<file path="config.mk">
export PLATFORM = sky130hd
export DESIGN_NAME = hc_traffic_controller
export DESIGN_NICKNAME = d
export VERILOG_FILES = /design/src/rtl/hc_traffic_controller_pkg.sv /design/src/rtl/hc_traffic_controller.sv
export SDC_FILE = /design/constraint.sdc
export NUM_CORES = 1
export LEC_CHECK = 0
export ABC_AREA = 1
export CORE_AREA = 5 5 42 44
export DETAILED_ROUTE_END_ITERATION = 16
export DIE_AREA = 0 0 47 49
export PLACE_DENSITY_LB_ADDON = 0.15
export SLEW_MARGIN = 40
export SYNTH_ARGS = -nofsm -noshare
export SYNTH_HDL_FRONTEND = slang
export SYNTH_SLANG_ARGS = --single-unit
</file>
<file path="constraint.sdc">
create_clock -name clock -period 0.9 [get_ports clock]
set_input_delay 0.09 -clock clock [delete_from_list [all_inputs] [get_ports clock]]
set_output_delay 0.09 -clock clock [all_outputs]
set_load 0.01 [all_outputs]
</file>
<file path="src/rtl/hc_traffic_controller_pkg.sv">
// Shared junction-controller definitions: one-hot lamp encodings and the
// five-state signal sequence used by the highway/country controllers.
package hc_traffic_controller_pkg;

   localparam logic [2:0] LAMP_RED    = 3'b100;
   localparam logic [2:0] LAMP_YELLOW = 3'b010;
   localparam logic [2:0] LAMP_GREEN  = 3'b001;

   typedef enum logic [2:0] {
      S0 = 3'd0,  // highway green, country red
      S1 = 3'd1,  // highway yellow
      S2 = 3'd2,  // all-red clearance
      S3 = 3'd3,  // country green
      S4 = 3'd4   // country yellow
   } state_e;

   function automatic int unsigned max3(input int unsigned a,
                                        input int unsigned b,
                                        input int unsigned c);
      int unsigned m;
      m = a;
      if (b > m) m = b;
      if (c > m) m = c;
      return m;
   endfunction

endpackage

</file>
<file path="src/rtl/hc_traffic_controller.sv">
// Highway/country junction signal controller: Moore FSM with one shared
// dwell counter timing the yellow and all-red phases.
module hc_traffic_controller
   import hc_traffic_controller_pkg::*;
#(
   parameter int unsigned HWY_Y_CYC   = 1,
   parameter int unsigned ALL_R_CYC   = 1,
   parameter int unsigned CNTRY_Y_CYC = 1
) (
   input  logic       clock,
   input  logic       clear_n,
   input  logic       x,
   output logic [2:0] hwy,
   output logic [2:0] cntry
);

   localparam int unsigned MAX_DWELL = max3(HWY_Y_CYC, ALL_R_CYC, CNTRY_Y_CYC);
   localparam int unsigned CNT_W     = $clog2(MAX_DWELL) + 1;

   localparam logic [CNT_W-1:0] HWY_Y_LAST   = CNT_W'(HWY_Y_CYC - 1);
   localparam logic [CNT_W-1:0] ALL_R_LAST   = CNT_W'(ALL_R_CYC - 1);
   localparam logic [CNT_W-1:0] CNTRY_Y_LAST = CNT_W'(CNTRY_Y_CYC - 1);

   state_e           state_q, state_d;
   logic [CNT_W-1:0] cnt_q, cnt_d;

   always_ff @(posedge clock or negedge clear_n) begin
      if (!clear_n) begin
         state_q <= S0;
         cnt_q   <= '0;
      end else begin
         state_q <= state_d;
         cnt_q   <= cnt_d;
      end
   end

   // Counter defaults to zero so any state change clears it; it only
   // advances while a timed state is held.
   always_comb begin
      state_d = state_q;
      cnt_d   = '0;
      case (state_q)
         S0: if (x) state_d = S1;
         S1: begin
            if (cnt_q == HWY_Y_LAST) state_d = S2;
            else                     cnt_d   = cnt_q + 1'b1;
         end
         S2: begin
            if (cnt_q == ALL_R_LAST) state_d = S3;
            else                     cnt_d   = cnt_q + 1'b1;
         end
         S3: if (!x) state_d = S4;
         S4: begin
            if (cnt_q == CNTRY_Y_LAST) state_d = S0;
            else                       cnt_d   = cnt_q + 1'b1;
         end
         default: state_d = S0;
      endcase
   end

   always_comb begin
      hwy   = LAMP_RED;
      cntry = LAMP_RED;
      case (state_q)
         S0: hwy   = LAMP_GREEN;
         S1: hwy   = LAMP_YELLOW;
         S2: ;
         S3: cntry = LAMP_GREEN;
         S4: cntry = LAMP_YELLOW;
         default: ;
      endcase
   end

endmodule

</file>
# Word-level counts from Yosys, hierarchy flattened
# Cells that the tools add are included.
# totals
register_bits	4
# op_classes
n_reduce_logical	3
add_sub_neg	1
eq_ne	9
mux	10
# op_table
cell	n
2-to-1 mux 3 bit	5
case mux 3 bit (5 select lines)	1
case mux 3 bit (2 select lines)	2
inequality test 2 bit, second input constant	5
== test 3 x 2 -> 1 bit, second input constant	2
AND reduction 5 bit	1
== test 3 x 1 -> 1 bit, second input constant	1
== test 3 bit, second input constant	1
logical NOT 3 bit	1
OR reduction 3 bit	1
2-to-1 mux 1 bit	2
adder 1 bit, second input constant	1

# Logic depth before layout (Yosys ltp)
# Gate-level depths: netlist (run 1).
# logic_depth
word_depth	3
ltp_mapped	4

# Least setup slack after synthesis (run 1)
# No wires, ideal clock.
# synth_path
kind	reg2out
start	reg state_q[2]
end	out hwy[1]
setup_slack_ns	0.052
arrival_ns	0.758
path_buffers	0
stages_incl_launch_ff	2
cell_sequence	dfrtp_1 > nor3_1
# synth_via
elab_chain_len	2
# synth_rtl
item	line	text
start: declaration	hc_traffic_controller.sv:24	state_e state_q, state_d;
start signal: assignment	hc_traffic_controller.sv:32	state_q <= state_d;
== test 3 x 1 -> 1 bit or logical NOT 3 bit (tied branches)	hc_traffic_controller.sv:64	case (state_q)
case mux 3 bit (2 select lines) *	hc_traffic_controller.sv:64	
end: declaration	hc_traffic_controller.sv:13	output logic [2:0] hwy,
# Every way passes the cells marked *; elsewhere a longest branch is shown, timed or not.

# Worst setup path after layout (run 1)
# layout_path
start	reg state_q[1]
end	out cntry[2]
# layout_via
elab_chain_len	2
# layout_rtl
item	line	text
== test 3 bit or == test 3 x 2 -> 1 bit (tied branches)	hc_traffic_controller.sv:64	
case mux 3 bit (2 select lines) *	hc_traffic_controller.sv:64	
end: declaration	hc_traffic_controller.sv:14	output logic [2:0] cntry
# Marked as above.

==> results.cfg, run 1 <==
[clock_network]
worst_setup_hold_path_clk_slew_ps = 40
numClockSinks = 3
clockRootBuffer = sky130_fd_sc_hd__clkbuf_4
clock_tree.buffer_depth = 2
cts_hold_buffers = 0
cts.htree.levels = 1
number_of_clock_buffers_inserted_by_tritoncts = 3
worstSkewPairLatency_ps = 230
clock_tree_from_tritoncts = done

[power]
max-vdd-ir-drop_mv = 1.33
leakage_nw = 0.226
finalPower_mw = 1.67
p_per_area_nw_per_um2 = 3840

[routing]
routed_wl_um = 690
via_per_instance_ratio = 3.72
post-route-drc-count = 0
routedWlPerCell_um = 10.6
post_drt_antenna_nets = 0
first_iter_violations = 2
firstDrtPassIters = 2
vias = 242

[sta]
skew_ps = 0.888
period_minus_slack_ps = 1140
postLayoutSetupSlackWorst_ps = -242
final-setup-viol-count = 9
hold_ws_ps = 38.4
hold_viol_final = 0
timing.max_slew.rel_slack = 0.816
drv_slew = 0
worst_pin_slew_ps = 275
fmaxAchievable_mhz = 876
final.setup.tns_ps = -1480
rsz0062_at_grt = true
post-route-period-util = 1.27

[global_route]
pin_count_of_the_biggest_net_entering_global_routing = 6
grt_remaining_overflow = 0
wire_length_of_the_first_global_routing_pass_um = 1100
initial_antenna_violation_count = 0
first_global_vias = 270
grt.total_usage = 0.0685

[cells_and_area]
top_register = state_q
register_area_um2 = 76.3
largest_regs = state_q x3
area_of_the_multi_input_gates_um2 = 120
postLayoutCoreUtil = 0.310
finalNonFillerCells = 65
post_route_cells_drive_above_1_share = 0.735
largest_register_ffs = 3
number_of_diodes = 0
fillcell_total = 164
nets = 53
synth_to_final_area_change_pct = 159

[setup_path]
critical_path.reg2reg.startpoint = state_q[1]$_DFFE_PN0P_
critical_path_class = flop to output pin
rr_worst_depth = 4
critical-path-slowest-cell = sky130_fd_sc_hd__dfrtp_1
crit_start = state_q[1]$_DFFE_PN0P_
worst-endpoint-required_ps = 810
critPathMaxStageDelay_ps = 420
critical_path_arrival_ps = 1050
crit_path_cell_trace = buf_6 -> nand2_4 -> nand2_2 -> nand2_1 -> buf_2
crit_path_start_kind = flop
crit_path_max_fanout = 3
critical_path.endpoint_type = output pin

[yosys]
cell_variety_after_synth = 10
synth_ff_type = sky130_fd_sc_hd__dfrtp_1
synth_edf_count = 0
ys.warnings.count = 0
synth-async-reset-ratio = 1.00
synth_commonest_cells = 7 x sky130_fd_sc_hd__nand2_1, 6 x sky130_fd_sc_hd__nor2_1, 3 x sky130_fd_sc_hd__dfrtp_1, 2 x sky130_fd_sc_hd__inv_2
synth_top_area_cell = sky130_fd_sc_hd__dfrtp_1
yosys-top-cells-area = sky130_fd_sc_hd__dfrtp_1 45%, sky130_fd_sc_hd__nand2_1 16%, sky130_fd_sc_hd__nor2_1 13%, sky130_fd_sc_hd__nor3_2 6.0%, sky130_fd_sc_hd__inv_2 4.5%
yosys.area.top_type_share = 0.448
synth_most_common_cell = sky130_fd_sc_hd__nand2_1
post_synth_inst_count = 24
synth_seq_area_share = 0.448
ys_seq_elements = 3
syn-mean-instance-area_um2 = 6.99
syn_area_um2 = 168
synthesis.nets = 27

[placement]
place_inst = 53
io_buffer_count = 8
place.gp.congestion = 0.666
detailedPlacementHpwl_um = 342

[floorplan]
top_level_ports = 9
initial_util = 0.120
die-height_um = 49
core-area_um2 = 1400
dieArea_um2 = 2300
fp-row-count = 14
dieWidth_um = 47

[outcome]
run_status = finished, violations left
failed_checks = negative setup slack

[hold_path]
worstHoldPathType = input pin to async pin

[run]
cap_violations = 0
path summary, 6_finish.rpt:
check | to | slack (ps)
worst min register to register | state_q[2]$_DFFE_PN0P_ | 710
worst min-delay path | state_q[2]$_DFFE_PN0P_ | 40
min in group clock | state_q[2]$_DFFE_PN0P_ | 600
worst max-delay path | cntry[2] | -240
worst max register to register | state_q[0]$_DFFE_PN0P_ | -70
max in group asynchronous | state_q[2]$_DFFE_PN0P_ | 710
cells by family (layout without fill, tap and decap cells):
family | count (synthesis) | count (layout) | share of synthesized area
DFF | 3 | 3 | 0.448
and+or+nand+nor | 17 | 17 | 0.455
AOI/OAI and AO/OA | 1 | 1 | 0.0298
buffers and inverters | 3 | 28 | 0.0672
critical path, delay by kind of cell (launching register included):
kind	cells	cell delay [ps]
buffers and inverters	2	260
AND/OR/NAND/NOR	3	140
flip-flops	1	420
power by group:
part	switching (mW)	internal [mW]
Clock	0.0650	0.166
Sequential	0.0884	0.199
Combinational	0.522	0.627
Total	0.676	0.992
cells in the final DEF, fill, tap and decap left out, drive strengths merged:
master,count
inv,3
clkdlybuf4s50,2
nor3,2
nand2,8
nand4,1
buf,19
clkbuf,4
nor2,6
dfrtp,3
o21ai,1
per-layer routing:
metal  global-route usage  part of all wire
met5                    0                 0
met4               0.0691                 0
met3               0.0111             0.046
met2                0.106              0.58
met1               0.0708              0.38
what timing repair did:
action	in CTS	in global routing
pin swaps	8	4
setup endpoints to repair	8	9
gates resized for setup	37	10
setup buffers	8	1
stage by stage:
step	setup WS, ps	instance area, um^2
after floorplan	52.0	168
after global placement	-404	305
after detailed placement	-425	305
after CTS	-243	398
after global routing	-286	434
final	-242	434
final cells by class:
cell class	count	share of cell area
multi-input cells	18	0.277
repair buffers	21	0.409
flip-flops and latches	3	0.176
inverters	3	0.0317
clock buffers	4	0.0605
well taps	16	0.0461
(Power assumes the default switching activity.)
==> run 2, diff against run 1 <==
- HOLD_SLACK_MARGIN: default -> 0.12
- MAX_ROUTING_LAYER: default -> met4
- SKIP_LAST_GASP: default -> 1
==> results.cfg, run 2 (same netlist as run 1, synthesis figures left out) <==
[floorplan]
initial_util = 0.120
top_level_ports = 9
dieArea_um2 = 2300
core-area_um2 = 1400
fp-row-count = 14
die-height_um = 49
dieWidth_um = 47

[cells_and_area]
largest_regs = state_q x3
fillcell_total = 165
post_route_cells_drive_above_1_share = 0.720
top_register = state_q
synth_to_final_area_change_pct = 163
postLayoutCoreUtil = 0.314
mostFrequentLayoutCell = sky130_fd_sc_hd__buf_6
finalNonFillerCells = 66
layout_common_cells = 7 x sky130_fd_sc_hd__buf_6, 6 x sky130_fd_sc_hd__buf_2, 6 x sky130_fd_sc_hd__buf_4
largest_register_ffs = 3
number_of_diodes = 0
nets = 54

[clock_network]
clock_tree_from_tritoncts = done
numClockSinks = 3
worst_setup_hold_path_clk_slew_ps = 40
clock_tree.buffer_depth = 2
number_of_clock_buffers_inserted_by_tritoncts = 3
cts.htree.levels = 1
worstSkewPairLatency_ps = 230
clockRootBuffer = sky130_fd_sc_hd__clkbuf_4

[sta]
post-route-period-util = 1.27
worst_pin_slew_ps = 279
postLayoutSetupSlackWorst_ps = -244
fmaxAchievable_mhz = 874
drv_slew = 0
period_minus_slack_ps = 1140
hold_ws_ps = 577
hold_viol_final = 0
final-setup-viol-count = 9
rsz0062_at_grt = true
skew_ps = 0.919
timing.max_slew.rel_slack = 0.814

[setup_path]
critical_path_class = flop to output pin
worst-endpoint-required_ps = 810
crit_path_start_kind = flop
crit_path_max_fanout = 5
critical_path_arrival_ps = 1050
critical_path.endpoint_type = output pin

[placement]
place.gp.congestion = 0.672
pre_cts_slack_ps = -425
io_buffer_count = 8
place_inst = 53
detailedPlacementHpwl_um = 342

[global_route]
first_global_vias = 262
pin_count_of_the_biggest_net_entering_global_routing = 6
grt.total_usage = 0.0695
initial_antenna_violation_count = 0
wire_length_of_the_first_global_routing_pass_um = 1090
grt_remaining_overflow = 0

[routing]
post_drt_antenna_nets = 0
vias = 246
routedWlPerCell_um = 10.4
first_iter_violations = 2
routed_wl_um = 687
firstDrtPassIters = 3
via_per_instance_ratio = 3.73
post-route-drc-count = 0

[power]
finalPower_mw = 1.66
max-vdd-ir-drop_mv = 1.31
p_per_area_nw_per_um2 = 3760
leakage_nw = 0.229

[hold_path]
worstHoldPathType = input pin to async pin

[run]
cap_violations = 0

[outcome]
run_status = finished, violations left
failed_checks = negative setup slack
-- run 2: per-layer routing --
layer  GRT usage  routed length [um]  vias to the layer above
met4      0.0691                   0                        0
met2       0.106                 401                        6
met3      0.0148                  46                        0
met1      0.0664                 238                      113
li1            -                   -                      127
met5           -                   0                        -
-- run 2: where the power goes --
part	switching (mW)	internal, mW
clock	0.0651	0.166
sequential	0.0848	0.199
combinational	0.521	0.623
-- run 2: cell type report --
class / instances / area, um^2 / area share
Inverter: 3 / 13.8 / 0.0313
Sequential cell: 3 / 76.3 / 0.173
Clock buffer: 4 / 26.3 / 0.0597
Tap cell: 16 / 20.0 / 0.0455
Multi-Input combinational cell: 18 / 120 / 0.273
Timing Repair Buffer: 22 / 184 / 0.418
-- run 2: per-stage QoR --
step                      setup TNS (ps)  instance area [um^2]
final                              -1440                   440
after detailed placement           -2310                   305
after floorplan                        0                   168
after CTS                          -1400                   408
after global routing               -1880                   440
after global placement             -2260                   305
-- run 2: what timing repair did --
action | 4_1_cts | 5_1_grt
setup endpoints to repair | 8 | 9
hold buffers | 1 | 0
pin swaps | 6 | 2
buffers inserted | 8 | 1
gates resized for setup | 37 | 9
gates cloned | 0 | 0
hold endpoints to repair | 3 | 0
-- run 2: path summary, 6_finish.rpt --
| path | end | slack, ps | from | cells after the start |
|---|---|---|---|---|
| setup / recovery | cntry[2] | -240 | state_q[2]$_DFFE_PN0P_ | 4 |
| hold / removal | state_q[2]$_DFFE_PN0P_ | 580 | clear_n | 2 |
| setup reg to reg | state_q[0]$_DFFE_PN0P_ | -70 | state_q[0]$_DFFE_PN0P_ | 5 |
| hold reg to reg | state_q[2]$_DFFE_PN0P_ | 720 | state_q[2]$_DFFE_PN0P_ | 3 |
| max in group asynchronous | state_q[2]$_DFFE_PN0P_ | 170 | clear_n | 2 |
| min in group clock | state_q[2]$_DFFE_PN0P_ | 600 | x | 2 |
-- run 2: worst max-delay path, stage by stage (launching register included) --
cell	delay [ps]
sky130_fd_sc_hd__dfrtp_2	460
sky130_fd_sc_hd__buf_6	140
sky130_fd_sc_hd__nand2_1	50
sky130_fd_sc_hd__nand2_1	50
sky130_fd_sc_hd__buf_2	130
==> run 3, diff against run 2 <==
- ABC_CLOCK_PERIOD_IN_PS: default -> 1300
- SLEW_MARGIN: 40 -> default
- clock period: 0.9 -> 1.3 ns (I/O delays scaled with it)
==> results.cfg, run 3 (same netlist as run 1, synthesis figures left out) <==
[cells_and_area]
largest_regs = state_q x3
layout_common_cells = 6 x sky130_fd_sc_hd__nand2_1, 6 x sky130_fd_sc_hd__nor2_1, 6 x sky130_fd_sc_hd__buf_4
synth_to_final_area_change_pct = 102
number_of_diodes = 0
post_route_cells_drive_above_1_share = 0.442
fin_area_um2 = 339
top_register = state_q
nets = 47
largest_register_ffs = 3

[sta]
post-route-period-util = 0.987
fmaxAchievable_mhz = 779
drv_slew = 0
rsz0062_at_grt = true
final-setup-viol-count = 0
hold_ws_ps = 543
hold_viol_final = 0
skew_ps = 0.440
period_minus_slack_ps = 1280
worst_pin_slew_ps = 169
timing.max_slew.rel_slack = 0.886

[clock_network]
worstSkewPairLatency_ps = 230
number_of_clock_buffers_inserted_by_tritoncts = 3
clock_tree_from_tritoncts = done
clockRootBuffer = sky130_fd_sc_hd__clkbuf_4
worst_setup_hold_path_clk_slew_ps = 40
clock_tree.buffer_depth = 2
numClockSinks = 3
cts.htree.levels = 1

[power]
p_per_area_nw_per_um2 = 2430
max-vdd-ir-drop_mv = 0.861
leakage_nw = 0.183

[global_route]
first_global_vias = 180
wire_length_of_the_first_global_routing_pass_um = 772
initial_antenna_violation_count = 0
grt.total_usage = 0.0521
grt_remaining_overflow = 0
pin_count_of_the_biggest_net_entering_global_routing = 6

[placement]
detailedPlacementHpwl_um = 357
dpl_cell_area_um2 = 305
place.gp.congestion = 0.662
io_buffer_count = 8

[setup_path]
crit_path_start_kind = flop
rr_worst_depth = 5
critical_path.reg2reg.startpoint = state_q[0]$_DFFE_PN0P_
worst-endpoint-required_ps = 1170
critical_path_class = flop to output pin
crit_path_max_fanout = 5
reg2reg_slack_ps = 400
critical_path.endpoint_type = output pin
r2r_end = state_q[1]$_DFFE_PN0P_
critical_path_arrival_ps = 1150

[hold_path]
hold-path-cell-count = 2
worst_hold_path.endpoint = state_q[2]$_DFFE_PN0P_
holdCritStartpoint = x
worstHoldPathType = input pin to flop

[routing]
vias = 207
routedWlPerCell_um = 8.27
post-route-drc-count = 0
via_per_instance_ratio = 3.51
first_iter_violations = 4
routed_wl_um = 488
firstDrtPassIters = 2
post_drt_antenna_nets = 0

[floorplan]
dieArea_um2 = 2300
top_level_ports = 9
die-height_um = 49
core-area_um2 = 1400
fp-row-count = 14
dieWidth_um = 47
initial_util = 0.120

[run]
cap_violations = 0

[outcome]
run_status = completed
## run 3: changes by cell type in the layout (fill, tap and decap cells not counted), sizes merged
cell	change
dlygate4sd2	+2
clkbuf	+2
buf	-12
dlymetal6s2s	+1
## run 3: per-layer routing
layer	vias to the layer above	GRT usage	wire length, um
li1	113	-	-
met1	88	0.0597	216
met2	6	0.0543	226
met3	0	0.0332	45
met4	0	0.0553	0
met5	-	-	0
## run 3: layout make-up
| class | count | area, um^2 |
|---|---|---|
| clock buffer | 4 | 26.3 |
| fill | 165 | 1060 |
| inverter | 3 | 11.3 |
| multi-input combinational | 18 | 83.8 |
| sequential | 3 | 77.6 |
| tap | 16 | 20.0 |
| timing repair buffer | 15 | 120 |
## run 3: worst max-delay path by stage
stage                           start       end  slack [ps]  cells past startpoint
2_1_floorplan  state_q[2]$_DFFE_PN0P_    hwy[1]         410                      1
3_3_place_gp   state_q[2]$_DFFE_PN0P_    hwy[0]         -30                      3
3_5_place_dp   state_q[2]$_DFFE_PN0P_    hwy[0]         -40                      3
4_1_cts        state_q[1]$_DFFE_PN0P_  cntry[2]        -270                      4
5_1_grt        state_q[2]$_DFFE_PN0P_    hwy[1]         -40                      3
6_report       state_q[2]$_DFFE_PN0P_    hwy[1]          20                      3
## run 3: worst max-delay path: stages (launching register included)
cell	delay (ps)
sky130_fd_sc_hd__dfrtp_2	420
sky130_fd_sc_hd__buf_4	150
sky130_fd_sc_hd__nor3_1	190
sky130_fd_sc_hd__buf_2	160
## run 3: what timing repair did
action / CTS / global route
setup endpoints to repair: 6 / 5
endpoints found under the hold margin: 3 / 0
setup buffers: 1 / 0
gates cloned: 0 / 0
hold buffers: 1 / 0
resized for setup: 5 / 12
## run 3: stage by stage
step | std cells | utilization | power [mW] | worst slack (ps) | TNS [ps]
2_1_floorplan | 24 | - | 0.398 | 412 | 0
3_3_place_gp | 53 | 0.218 | 0.708 | -33.8 | -123
3_5_place_dp | 53 | 0.218 | 0.698 | -42.5 | -92.7
4_1_cts | 59 | 0.245 | 0.834 | -266 | -371
5_1_grt | 59 | 0.242 | 0.899 | -37.4 | -37.4
6_report | 59 | 0.242 | 0.824 | 16.6 | 0
## run 3: where the power goes
part | internal (mW) | switching [mW] | leakage (nW) | total [mW]
combinational | 0.239 | 0.227 | 0.134 | 0.465
sequential | 0.141 | 0.0541 | 0.0341 | 0.195
clock | 0.115 | 0.0487 | 0.0150 | 0.164
total | 0.494 | 0.329 | 0.183 | 0.824
